## config.mk

```make
export PLATFORM = sky130hd
export DESIGN_NAME = load_store_unit_flat
export DESIGN_NICKNAME = d
export VERILOG_FILES = /design/src/rtl/load_store_unit_if.sv /design/src/rtl/load_store_unit.sv /design/src/flat_wrapper.sv
export SDC_FILE = /design/constraint.sdc
export NUM_CORES = 1
export LEC_CHECK = 0
export BUFFER_PORTS_ARGS = -buffer_cell sky130_fd_sc_hd__buf_2
export CORE_UTILIZATION = 50
export CTS_CLUSTER_SIZE = 30
export DETAILED_ROUTE_END_ITERATION = 6
export GPL_ROUTABILITY_DRIVEN = 0
export PLACE_DENSITY_LB_ADDON = 0.1
export SYNTH_ARGS = -nofsm -noshare
export SYNTH_HDL_FRONTEND = slang
export SYNTH_SLANG_ARGS = --single-unit
```

## constraint.sdc

```tcl
create_clock -name clk -period 3.3 [get_ports clk]
set_clock_uncertainty 0.05 [all_clocks]
set_input_delay 0.66 -clock clk [delete_from_list [all_inputs] [get_ports clk]]
set_output_delay 0.66 -clock clk [all_outputs]
set_load 0.005 [all_outputs]
```

## src/rtl/load_store_unit_if.sv

```systemverilog
// Bundled pipeline-request, response and data-memory signals of the load/store unit.
// master = the LSU itself; slave = the pipeline and data memory facing it.
interface load_store_unit_if;
    logic        req_valid;
    logic        req_ready;
    logic        is_load;
    logic        is_store;
    logic [1:0]  size;
    logic        sign_ext;
    logic [31:0] addr;
    logic [31:0] store_data;
    logic        resp_valid;
    logic        resp_err;
    logic [31:0] load_data;
    logic        MemRead;
    logic        MemWrite;
    logic [31:0] raddr;
    logic [31:0] waddr;
    logic [31:0] wdata;
    logic [31:0] rdata;

    modport master (
        input  req_valid, is_load, is_store, size, sign_ext, addr, store_data, rdata,
        output req_ready, resp_valid, resp_err, load_data, MemRead, MemWrite, raddr, waddr, wdata
    );

    modport slave (
        output req_valid, is_load, is_store, size, sign_ext, addr, store_data, rdata,
        input  req_ready, resp_valid, resp_err, load_data, MemRead, MemWrite, raddr, waddr, wdata
    );
endinterface

```

## src/rtl/load_store_unit.sv

```systemverilog
// MEM-stage load/store engine: byte/half/word accesses to a word-addressed data memory,
// sub-word stores done as read-modify-write, all outputs registered.
module load_store_unit #(
    parameter int IDX_W = 8
) (
    input  logic                clk,
    input  logic                rst_n,
    load_store_unit_if.master   bus
);

    typedef enum logic [1:0] {IDLE = 2'b00, RD = 2'b01, WR = 2'b10, DONE = 2'b11} state_t;

    function automatic logic req_error(input logic ld, input logic st,
                                       input logic [1:0] sz, input logic [1:0] a);
        logic e;
        e = (ld == st) || (sz == 2'b11) ||
            ((sz == 2'b01) && a[0]) || ((sz == 2'b10) && (a != 2'b00));
        return e;
    endfunction

    function automatic logic [31:0] merge_store(input logic [31:0] word, input logic [31:0] data,
                                                input logic [1:0] sz, input logic [1:0] lane);
        logic [31:0] r;
        r = word;
        case (sz)
            2'b00:   r[{lane, 3'b000} +: 8] = data[7:0];
            2'b01:   r[{lane[1], 4'b0000} +: 16] = data[15:0];
            default: r = data;
        endcase
        return r;
    endfunction

    function automatic logic [31:0] extract_load(input logic [31:0] word, input logic [1:0] sz,
                                                 input logic sx, input logic [1:0] lane);
        logic [31:0] r;
        logic [7:0]  b;
        logic [15:0] h;
        b = word[{lane, 3'b000} +: 8];
        h = word[{lane[1], 4'b0000} +: 16];
        case (sz)
            2'b00:   r = {{24{sx & b[7]}}, b};
            2'b01:   r = {{16{sx & h[15]}}, h};
            default: r = word;
        endcase
        return r;
    endfunction

    state_t             state_r, state_s;
    logic [IDX_W-1:0]   idx_r, idx_s;
    logic [1:0]         lane_r, lane_s;
    logic [31:0]        sdata_r, sdata_s;
    logic [1:0]         size_r, size_s;
    logic               sext_r, sext_s;
    logic               load_r, load_s;
    logic               err_r, err_s;
    logic [31:0]        buf_r, buf_s;

    logic               req_ready_r, req_ready_s;
    logic               resp_valid_r, resp_valid_s;
    logic               resp_err_r, resp_err_s;
    logic [31:0]        load_data_r, load_data_s;
    logic               mem_read_r, mem_read_s;
    logic               mem_write_r, mem_write_s;
    logic [31:0]        raddr_r, raddr_s;
    logic [31:0]        waddr_r, waddr_s;
    logic [31:0]        wdata_r, wdata_s;
    logic [31:0]        word_idx_s;

    // Next state, request capture, and next values of the registered outputs.
    always_comb begin
        state_s = state_r;
        idx_s   = idx_r;
        lane_s  = lane_r;
        sdata_s = sdata_r;
        size_s  = size_r;
        sext_s  = sext_r;
        load_s  = load_r;
        err_s   = err_r;
        buf_s   = buf_r;
        case (state_r)
            IDLE: begin
                if (bus.req_valid) begin
                    idx_s   = bus.addr[IDX_W+1:2];
                    lane_s  = bus.addr[1:0];
                    sdata_s = bus.store_data;
                    size_s  = bus.size;
                    sext_s  = bus.sign_ext;
                    load_s  = bus.is_load;
                    err_s   = req_error(bus.is_load, bus.is_store, bus.size, bus.addr[1:0]);
                    if (err_s) begin
                        state_s = DONE;
                    end else if (bus.is_load || (bus.size != 2'b10)) begin
                        state_s = RD;
                    end else begin
                        state_s = WR;
                    end
                end else begin
                    state_s = IDLE;
                end
            end
            RD: begin
                buf_s   = bus.rdata;
                state_s = load_r ? DONE : WR;
            end
            WR:      state_s = DONE;
            DONE:    state_s = IDLE;
            default: state_s = IDLE;
        endcase

        word_idx_s = '0;
        word_idx_s[IDX_W-1:0] = idx_s;
        req_ready_s  = (state_s == IDLE);
        resp_valid_s = (state_s == DONE);
        resp_err_s   = (state_s == DONE) && err_s;
        mem_read_s   = (state_s == RD);
        mem_write_s  = (state_s == WR);
        raddr_s      = (state_s == RD) ? word_idx_s : 32'd0;
        waddr_s      = (state_s == WR) ? word_idx_s : 32'd0;
        wdata_s      = (state_s == WR) ? merge_store(buf_s, sdata_s, size_s, lane_s) : 32'd0;
        // Only a clean load returns data; stores and errors answer with zero.
        load_data_s  = ((state_s == DONE) && load_s && !err_s) ?
                       extract_load(buf_s, size_s, sext_s, lane_s) : 32'd0;
    end

    // State, captured request fields and output registers.
    always_ff @(posedge clk or negedge rst_n) begin
        if (!rst_n) begin
            state_r      <= IDLE;
            idx_r        <= '0;
            lane_r       <= 2'b00;
            sdata_r      <= 32'd0;
            size_r       <= 2'b00;
            sext_r       <= 1'b0;
            load_r       <= 1'b0;
            err_r        <= 1'b0;
            buf_r        <= 32'd0;
            req_ready_r  <= 1'b1;
            resp_valid_r <= 1'b0;
            resp_err_r   <= 1'b0;
            load_data_r  <= 32'd0;
            mem_read_r   <= 1'b0;
            mem_write_r  <= 1'b0;
            raddr_r      <= 32'd0;
            waddr_r      <= 32'd0;
            wdata_r      <= 32'd0;
        end else begin
            state_r      <= state_s;
            idx_r        <= idx_s;
            lane_r       <= lane_s;
            sdata_r      <= sdata_s;
            size_r       <= size_s;
            sext_r       <= sext_s;
            load_r       <= load_s;
            err_r        <= err_s;
            buf_r        <= buf_s;
            req_ready_r  <= req_ready_s;
            resp_valid_r <= resp_valid_s;
            resp_err_r   <= resp_err_s;
            load_data_r  <= load_data_s;
            mem_read_r   <= mem_read_s;
            mem_write_r  <= mem_write_s;
            raddr_r      <= raddr_s;
            waddr_r      <= waddr_s;
            wdata_r      <= wdata_s;
        end
    end

    assign bus.req_ready  = req_ready_r;
    assign bus.resp_valid = resp_valid_r;
    assign bus.resp_err   = resp_err_r;
    assign bus.load_data  = load_data_r;
    assign bus.MemRead    = mem_read_r;
    assign bus.MemWrite   = mem_write_r;
    assign bus.raddr      = raddr_r;
    assign bus.waddr      = waddr_r;
    assign bus.wdata      = wdata_r;

endmodule

```

## src/flat_wrapper.sv

```systemverilog
// flat-port wrapper written by rule: the top's interface ports become plain ports
module load_store_unit_flat 
#(
    parameter int IDX_W = 8
)
  (clk, rst_n, bus_req_valid, bus_is_load, bus_is_store, bus_size, bus_sign_ext, bus_addr, bus_store_data, bus_rdata, bus_req_ready, bus_resp_valid, bus_resp_err, bus_load_data, bus_MemRead, bus_MemWrite, bus_raddr, bus_waddr, bus_wdata);
  load_store_unit_if bus_i ();
  input  logic clk;
  input  logic rst_n;
  input wire logic [$bits(bus_i.req_valid)-1:0] bus_req_valid;
  input wire logic [$bits(bus_i.is_load)-1:0] bus_is_load;
  input wire logic [$bits(bus_i.is_store)-1:0] bus_is_store;
  input wire logic [$bits(bus_i.size)-1:0] bus_size;
  input wire logic [$bits(bus_i.sign_ext)-1:0] bus_sign_ext;
  input wire logic [$bits(bus_i.addr)-1:0] bus_addr;
  input wire logic [$bits(bus_i.store_data)-1:0] bus_store_data;
  input wire logic [$bits(bus_i.rdata)-1:0] bus_rdata;
  output wire logic [$bits(bus_i.req_ready)-1:0] bus_req_ready;
  output wire logic [$bits(bus_i.resp_valid)-1:0] bus_resp_valid;
  output wire logic [$bits(bus_i.resp_err)-1:0] bus_resp_err;
  output wire logic [$bits(bus_i.load_data)-1:0] bus_load_data;
  output wire logic [$bits(bus_i.MemRead)-1:0] bus_MemRead;
  output wire logic [$bits(bus_i.MemWrite)-1:0] bus_MemWrite;
  output wire logic [$bits(bus_i.raddr)-1:0] bus_raddr;
  output wire logic [$bits(bus_i.waddr)-1:0] bus_waddr;
  output wire logic [$bits(bus_i.wdata)-1:0] bus_wdata;
  assign bus_i.req_valid = bus_req_valid;
  assign bus_i.is_load = bus_is_load;
  assign bus_i.is_store = bus_is_store;
  assign bus_i.size = bus_size;
  assign bus_i.sign_ext = bus_sign_ext;
  assign bus_i.addr = bus_addr;
  assign bus_i.store_data = bus_store_data;
  assign bus_i.rdata = bus_rdata;
  assign bus_req_ready = bus_i.req_ready;
  assign bus_resp_valid = bus_i.resp_valid;
  assign bus_resp_err = bus_i.resp_err;
  assign bus_load_data = bus_i.load_data;
  assign bus_MemRead = bus_i.MemRead;
  assign bus_MemWrite = bus_i.MemWrite;
  assign bus_raddr = bus_i.raddr;
  assign bus_waddr = bus_i.waddr;
  assign bus_wdata = bus_i.wdata;
  load_store_unit #(.IDX_W(IDX_W)) u_core (.clk(clk), .rst_n(rst_n), .bus(bus_i));
endmodule
```

# ---- Word level (Yosys, flattened, before mapping)
# Cells that the tools add are included.
dict set report word_totals {
  regBits 214
  inputBits 104
  output_inout_bits 133
  elab_cells 82
}
dict set report op_classes {
  add_sub_neg 2
  n_eq_ne 12
  shifts 6
  n_mux 28
  n_bitwise 2
  n_reduce_logical 14
}
# cell n
set op_table {}
lappend op_table {{$mux 32} 5}
lappend op_table {{$pmux 32 s2} 2}
lappend op_table {{$bwmux 32} 2}
lappend op_table {{$mux 8} 4}
lappend op_table {{$shift 16x7->32 const A} 1}
lappend op_table {{$shift 8x7->32 const A} 1}
lappend op_table {{$shiftx 16x7->32} 1}
lappend op_table {{$shiftx 32x6->16} 1}
lappend op_table {{$shiftx 32x6->8} 1}
lappend op_table {{$shiftx 8x7->32} 1}
lappend op_table {{$mux 2} 7}
lappend op_table {{$neg 5->7} 2}
lappend op_table {{$eq 2x2->1 const B} 6}
lappend op_table {{$eq 2x1->1 const B} 4}
lappend op_table {{$pmux 2 s4} 1}
lappend op_table {{$mux 1} 7}
lappend op_table {{$logic_not 2->1} 3}
lappend op_table {{$logic_and 1x1->1} 5}
lappend op_table {{$logic_or 1x1->1} 4}
lappend op_table {{$and 1x1->1} 2}
lappend op_table {{$ne 2x2->1 const B} 1}
lappend op_table {{$reduce_bool 2->1} 1}
lappend op_table {{$eq 1x1->1} 1}
lappend op_table {{$logic_not 1->1} 1}

# ---- Depth between registers and ports, before layout
# Gate-level depths: netlist (run 1).
dict set report depth {
  word_depth 11
  depth_mapped 13
  mapped_depth_nobuf 10
}

# ---- Worst setup path before layout (run 1)
# No wires, ideal clock.
dict set report synth_path {
  kind {register to register}
  start {reg u_core.state_r[0]}
  end {reg u_core.wdata_r[10] (netlist: u_core.bus.wdata[10])}
  setup_ns 0.132
  t_arrival_ns 2.568
  required_time_ns 3.118
  setup_slack_ns 0.551
  stages_incl_launch_ff 12
  path_buffers 2
  synth_period_minus_slack_ns 2.749
  path_cell_list {dfrtp_1 inv_1 ha_1 buf_4 a21boi_1 nor2_2 buf_2 ha_1 o2111ai_1 o22ai_1 a222oi_1 nor2_1}
}
dict set report synth_between {
  elab_chain_cells 7
  word_cells_on_any_way 22
  classes_between {add/sub (2); eq/ne (5); shift (4); mux (9); reduce/logical (2)}
}
# element line
set synth_lines {}
lappend synth_lines {{from (decl)} load_store_unit.sv:48} ;# state_t state_r, state_s;
lappend synth_lines {{from (signal assigned)} load_store_unit.sv:147} ;# state_r <= state_s;
lappend synth_lines {{$logic_not 2->1} load_store_unit.sv:80} ;# case (state_r)
lappend synth_lines {{$mux 2} load_store_unit.sv:80}
lappend synth_lines {{$neg 5->7, on equally long branches} {load_store_unit.sv:27, load_store_unit.sv:26}}
lappend synth_lines {{$shiftx 16x7->32, or another cell as far along} load_store_unit.sv:27} ;# 2'b01: r[{lane[1], 4'b0000} +: 16] = data[15:0];
lappend synth_lines {{$bwmux 32, on equally long branches} {load_store_unit.sv:27, load_store_unit.sv:26}}
lappend synth_lines {{$pmux 32 s2} load_store_unit.sv:25} ;# case (sz)
lappend synth_lines {{$mux 32 *} load_store_unit.sv:119} ;# wdata_s = (state_s == WR) ? merge_store(buf_s, sdata_s, size_s, lane_s) : 32'd0;
lappend synth_lines {{via u_core.wdata_s[10]} load_store_unit.sv:66} ;# logic [31:0] wdata_r, wdata_s;
lappend synth_lines {{to (signal assigned)} load_store_unit.sv:164} ;# wdata_r <= wdata_s;
lappend synth_lines {{to (decl)} load_store_unit.sv:66}
# The timed path passes the listed nets; every way through them passes the cells marked *.

# ---- Final worst setup path (run 1)
dict set report layout_path {
  start {reg u_core.state_r[1]}
  end {reg u_core.wdata_r[0] (netlist: u_core.bus.wdata[0])}
}
# Same word-level chain as after synthesis.

==> results of run 1 <==
-- metal layers --
metal,global-route usage,wire (um)
met5,0,0
met4,0.0945,365
met3,0.0590,1560
met2,0.418,9900
met1,0.386,9300
-- flip-flops by register name, summed over array words and instances (netlist names), 8 cells and up --
signal	count
u_core.buf_r	32
u_core.bus.load_data	32
u_core.bus.raddr	8
u_core.bus.waddr	8
u_core.bus.wdata	32
u_core.idx_r	8
u_core.sdata_r	32
-- critical path: stages, from the launching register on --
cell and delay (ps):
dfrtp_1 380, inv_1 100, ha_1 320, and3_1 360
nor2_1 150, ha_1 350, nand2b_1 170, o21ai_0 330
o21ai_0 160, a221oi_1 440
-- power by group through the flow --
stage	registers, uW	clock network (uW)	logic (uW)
global placement	3070	0	4910
global route	3140	2160	5580
detailed placement	3100	0	5020
floorplan	3080	0	3380
finish	3070	2040	5120
CTS	3070	2080	5050
-- kinds of logic after synthesis --
family	share of synthesized area
compound gates	0.162
xor+xnor	0.00112
fa+ha+maj	0.0143
buf+inv	0.0940
flops	0.529
mux	0.110
other cells	0.000477
simple gates	0.0887
-- layout by cell type (no fill, tap or decap), drive strengths merged, types with 5 or more instances in the layout --
| master | Yosys | final |
|---|---|---|
| ha | 9 | 9 |
| nor2b | 5 | 5 |
| o21ai | 24 | 24 |
| nand2 | 45 | 45 |
| a221oi | 12 | 12 |
| and3 | 5 | 5 |
| nand2b | 9 | 9 |
| nor3 | 11 | 11 |
| clkbuf | 19 | 19 |
| mux2i | 44 | 44 |
| a22oi | 8 | 8 |
| nand3 | 12 | 12 |
| a222oi | 16 | 16 |
| mux2 | 37 | 37 |
| o221a | 5 | 5 |
| a21oi | 27 | 27 |
| a31oi | 11 | 11 |
| dfrtp | 165 | 165 |
| o22ai | 22 | 22 |
| a211oi | 18 | 18 |
| inv | 50 | 57 |
| nor2 | 41 | 41 |
| a21o | 7 | 7 |
| buf | 69 | 198 |
| conb | 1 | 48 |
-- synthesized netlist by cell type (all sizes together), types with 2 or more instances --
master  count
or3         2
nand2b      9
dfrtp     165
nor4b       2
buf        69
ha          9
mux2i      44
o31a        2
a21o        7
o21a        3
inv        50
nand2      45
a31oi      11
o211ai      2
o22ai      22
mux2       37
a221oi     12
o21ai      24
a211oi     18
nor2       41
o221a       5
and3        5
a222oi     16
nor3       11
nand3      12
a21boi      4
nor3b       2
nor2b       5
clkbuf     19
a21oi      27
and2        3
a22oi       8
-- final timing paths --
check	from	endpoint	slack, ps	cells past startpoint
max	u_core.state_r[1]$_DFF_PN0_	u_core.bus.wdata[0]$_DFF_PN0_	320	9
min	rst_n	u_core.buf_r[3]$_DFF_PN0_	240	1
max reg2reg	u_core.state_r[1]$_DFF_PN0_	u_core.bus.wdata[0]$_DFF_PN0_	320	9
min reg2reg	u_core.sdata_r[31]$_DFF_PN0_	u_core.sdata_r[31]$_DFF_PN0_	450	1
max in group asynchronous	rst_n	u_core.bus.raddr[3]$_DFF_PN0_	2080	2
min in group clk	bus_store_data[30]	u_core.sdata_r[30]$_DFF_PN0_	430	2
-- stage by stage --
stage	setup WS, ps	area [um2]	util	std cells	hold slack [ps]
2_1_floorplan	551	8030	-	753	314
3_3_place_gp	363	8860	0.581	1074	430
3_5_place_dp	286	8860	0.581	1074	434
4_1_cts	393	9470	0.621	1106	302
5_1_grt	12.8	9470	0.621	1106	321
6_report	323	9470	0.621	1106	243
-- area by class of cell --
class	count	share of cell area
sequential	166	0.439
multi-input combinational	449	0.332
timing repair buffer	198	0.116
clock buffer	19	0.0478
tap	211	0.0279
inverter	50	0.0198
clock inverter	13	0.0170
==> results.json, run 1 <==
{
  "status": "completed",
  "grt.total_usage": 0.273,
  "finalMaxSlewViolations": 0,
  "post-route-min-period_ps": 2980,
  "initial_core_util": 0.515,
  "critPathKind": "reg2reg",
  "path_max_fanout": 8,
  "netlist_instances": 706,
  "drt_first_pass_iters": 6,
  "ys_async_sr_fraction": 1.00,
  "core_area_um2": 15300,
  "critPathLaunchType": "flop",
  "seq_area_frac_synth": 0.529,
  "grt_max_degree": 96,
  "cts-htree-levels": 4,
  "seqPwrFrac": 0.300,
  "post_cts_resized": 0,
  "hold_viol": 0,
  "cts_made_buffers": 17,
  "nFillCells": 1253,
  "dp_hpwl_mm": 15.3,
  "ys_ff_latch": 166,
  "setup_viol": 0,
  "cts_tree": "yes",
  "p_switching_uw": 4310,
  "multi_input_comb_area_um2": 3150,
  "cts.sinks": 166,
  "rows": 45,
  "wl_per_cell_um": 19.1,
  "power_uw": 10200,
  "via_count": 6089,
  "fin_crit_sh": 0.902,
  "die_w_um": 127,
  "grt-ovfl-total": 0,
  "fin_tns_setup_ps": 0,
  "antenna_found_initial": 0,
  "ys_top_cells_by_area": "dfrtp_1 53%, mux2i_1 5.5%, mux2_2 5.2%",
  "end_kind": "flop",
  "antenna_left": 0,
  "ios": 237,
  "drcViolationCount": 0,
  "combPwrFrac": 0.500,
  "die-area_um2": 16200,
  "netlist-cell-type-count": 64,
  "arrival_ps": 3190,
  "antennaDiodeCount": 0,
  "min_path_type": "in2async",
  "p_int_uw": 5910,
  "synthToLayoutAreaGrowth_pct": 20.6,
  "vias_per_cell": 5.51,
  "worst_pin_slew_ps": 879,
  "max_cap_violations": 0,
  "seqCellArea_um2": 4160,
  "synth_area_per_cell_um2": 11.1,
  "netlist.area_leader.share": 0.526,
  "hold_buffers": 0,
  "die_y_um": 127,
  "powerDensity_nw_per_um2": 1080,
  "postCtsSetupBuffers": 0,
  "drt-initial-drc-count": 661,
  "sw_frac_of_total": 0.422,
  "max_freq_mhz": 336,
  "cts_buffer_depth": 2,
  "rsz0062_at_grt": "false",
  "grt_pass1_wl_mm": 33.1,
  "yosysWarningCount": 0,
  "cts-root-buf": "clkbuf_16",
  "synth_area_um2": 7860,
  "numPortBuffers": 166,
  "grt_pass1_vias": 5958,
  "p_leak_uw": 0.00473,
  "clk_latency_ps": 430,
  "slew_headroom": 0.414,
  "nNetsFinal": 995,
  "wl_mm": 21.1,
  "synth-edff-count": 0,
  "drive_above_1_share": 0.340,
  "p_clk_frac": 0.200,
  "synth_flop_cell": "dfrtp_1",
  "ir_drop_v": 0.000453,
  "clkSlewWorstSetupHoldPaths_ps": 60,
  "required_ps": 3520,
  "synth_top_cell_by_area": "dfrtp_1"
}
Power figures use the tool's default switching activity.
==> inputs of run 2 (changes only) <==
CORE_ASPECT_RATIO = 1.2   (was not set)
==> results.json, run 2 (synthesized netlist as in run 1, its figures left out) <==
{
  "status": "completed",
  "die-area_um2": 16200,
  "ios": 237,
  "hold_buffers": 0,
  "cp_slowest_cell": "a21boi_1",
  "grt.total_usage": 0.276,
  "r2r_slack_ps": 300,
  "ir_drop_v": 0.000443,
  "max_freq_mhz": 333,
  "hold_viol": 0,
  "clk_latency_ps": 430,
  "path_cells": "inv_1 > ha_2 > a21boi_1 > nor2_1 > ha_1 > nor2_1 > o211ai_1 > o21ai_0 > nand2_1 > a31oi_1",
  "seqPwrFrac": 0.299,
  "fin_tns_setup_ps": 0,
  "p_switching_uw": 4320,
  "die_w_um": 116,
  "critPathLaunchType": "flop",
  "cts-root-buf": "clkbuf_16",
  "die_y_um": 139,
  "cts_tree": "yes",
  "numPortBuffers": 166,
  "grt_pass1_wl_mm": 33.4,
  "p_int_uw": 5950,
  "max_stage_delay_ps": 500,
  "critPathKind": "reg2reg",
  "drive_above_1_share": 0.338,
  "drt-initial-drc-count": 689,
  "rows": 49,
  "antennaDiodeCount": 0,
  "finalMaxSlewViolations": 0,
  "sw_frac_of_total": 0.421,
  "seqCellArea_um2": 4160,
  "cp.buffers_inverters": 1,
  "worst_pin_slew_ps": 840,
  "cts.sinks": 166,
  "highest_layer": "met4",
  "antenna_found_initial": 0,
  "arrival_ps": 3260,
  "path_max_fanout": 14,
  "required_ps": 3560,
  "cp_common_cell": "nor2_1",
  "dp.cells": 1065,
  "mostFrequentLayoutCells": "165 x buf_2, 165 x dfrtp_1, 48 x inv_1, 48 x conb_1, 44 x nand2_1",
  "initial_core_util": 0.519,
  "postCtsSetupBuffers": 0,
  "nFillCells": 1267,
  "powerDensity_nw_per_um2": 1080,
  "dp_hpwl_mm": 15.3,
  "fin_crit_sh": 0.909,
  "antenna_left": 0,
  "min_path_type": "in2async",
  "grt_max_degree": 66,
  "fin_area_um2": 9470,
  "via_count": 6102,
  "synthToLayoutAreaGrowth_pct": 20.5,
  "met1_length_mm": 8.70,
  "wl_mm": 21.3,
  "drcViolationCount": 0,
  "max_cap_violations": 0,
  "cts-htree-levels": 4,
  "grt_pass1_vias": 6148,
  "grt-ovfl-total": 0,
  "multi_input_comb_area_um2": 3150,
  "rsz0062_at_grt": "false",
  "p_clk_frac": 0.205,
  "place_area_um2": 8830,
  "setup_viol": 0,
  "cts_made_buffers": 17,
  "met2WireLength_mm": 10.1,
  "cts_buffer_depth": 2,
  "core_area_um2": 15100,
  "clkSlewWorstSetupHoldPaths_ps": 70,
  "post-route-min-period_ps": 3000,
  "path_delay_family": "compound AO/OA/AOI/OAI gates",
  "wl_per_cell_um": 19.4,
  "combPwrFrac": 0.496,
  "end_kind": "flop",
  "vias_per_cell": 5.56,
  "drt_first_pass_iters": 7,
  "p_leak_uw": 0.00472,
  "nNetsFinal": 993,
  "power_uw": 10300,
  "stdcell_count": 1097,
  "routed-wl-met3_mm": 1.71,
  "slew_headroom": 0.438
}
run 2: worst paths after layout:
path                                              start  cells past startpoint                             end
setup / recovery            u_core.state_r[0]$_DFF_PN0_                     10  u_core.bus.wdata[31]$_DFF_PN0_
hold / removal                                    rst_n                      1          u_core.err_r$_DFF_PN0_
setup reg to reg            u_core.state_r[0]$_DFF_PN0_                     10  u_core.bus.wdata[31]$_DFF_PN0_
hold reg to reg            u_core.sdata_r[20]$_DFF_PN0_                      1    u_core.sdata_r[20]$_DFF_PN0_
max in group asynchronous                         rst_n                      2       u_core.idx_r[6]$_DFF_PN0_
min in group clk                     bus_store_data[26]                      2    u_core.sdata_r[26]$_DFF_PN0_
run 2: what timing repair did:
| item | 4_1_cts | 5_1_grt |
|---|---|---|
| hold endpoints to repair | 0 | 0 |
| setup endpoints to repair | 0 | 9 |
| gates resized for setup | 0 | 1 |
run 2: layer usage:
metal	global-route usage	vias to the layer above
met1	0.373	2963
met4	0.131	0
met2	0.428	335
met5	0	-
li1	-	2757
met3	0.0492	47
run 2: worst register-to-register path, delay by kind of cell, from the launching register on:
family | cells | cell delay, ps
AND/OR/NAND/NOR | 3 | 390
flip-flops | 1 | 360
AO/OA/AOI/OAI | 4 | 1330
adder cells (fa/ha/maj) | 2 | 670
buffers and inverters | 1 | 90
run 2: cell type report:
| class | instances | share of cell area |
|---|---|---|
| Multi-Input combinational cell | 449 | 0.333 |
| Inverter | 50 | 0.0198 |
| Clock inverter | 13 | 0.0197 |
| Clock buffer | 19 | 0.0468 |
| Timing Repair Buffer | 196 | 0.115 |
| Tap cell | 204 | 0.0270 |
| Sequential cell | 166 | 0.439 |
run 2: power by group through the flow:
| stage | registers (uW) | clock network, uW | logic, uW |
|---|---|---|---|
| global route | 3140 | 2240 | 5530 |
| CTS | 3070 | 2140 | 5030 |
| finish | 3070 | 2110 | 5090 |
| global placement | 3060 | 0 | 4890 |
| detailed placement | 3100 | 0 | 5000 |
| floorplan | 3080 | 0 | 3380 |
run 2: through the flow:
step                      utilization  hold slack [ps]  setup slack (ps)
after detailed placement        0.583              438               216
after floorplan                     -              314               551
final                           0.625              161               301
after global placement          0.583              429               316
after global routing            0.625              222              41.1
after CTS                       0.625              198               225
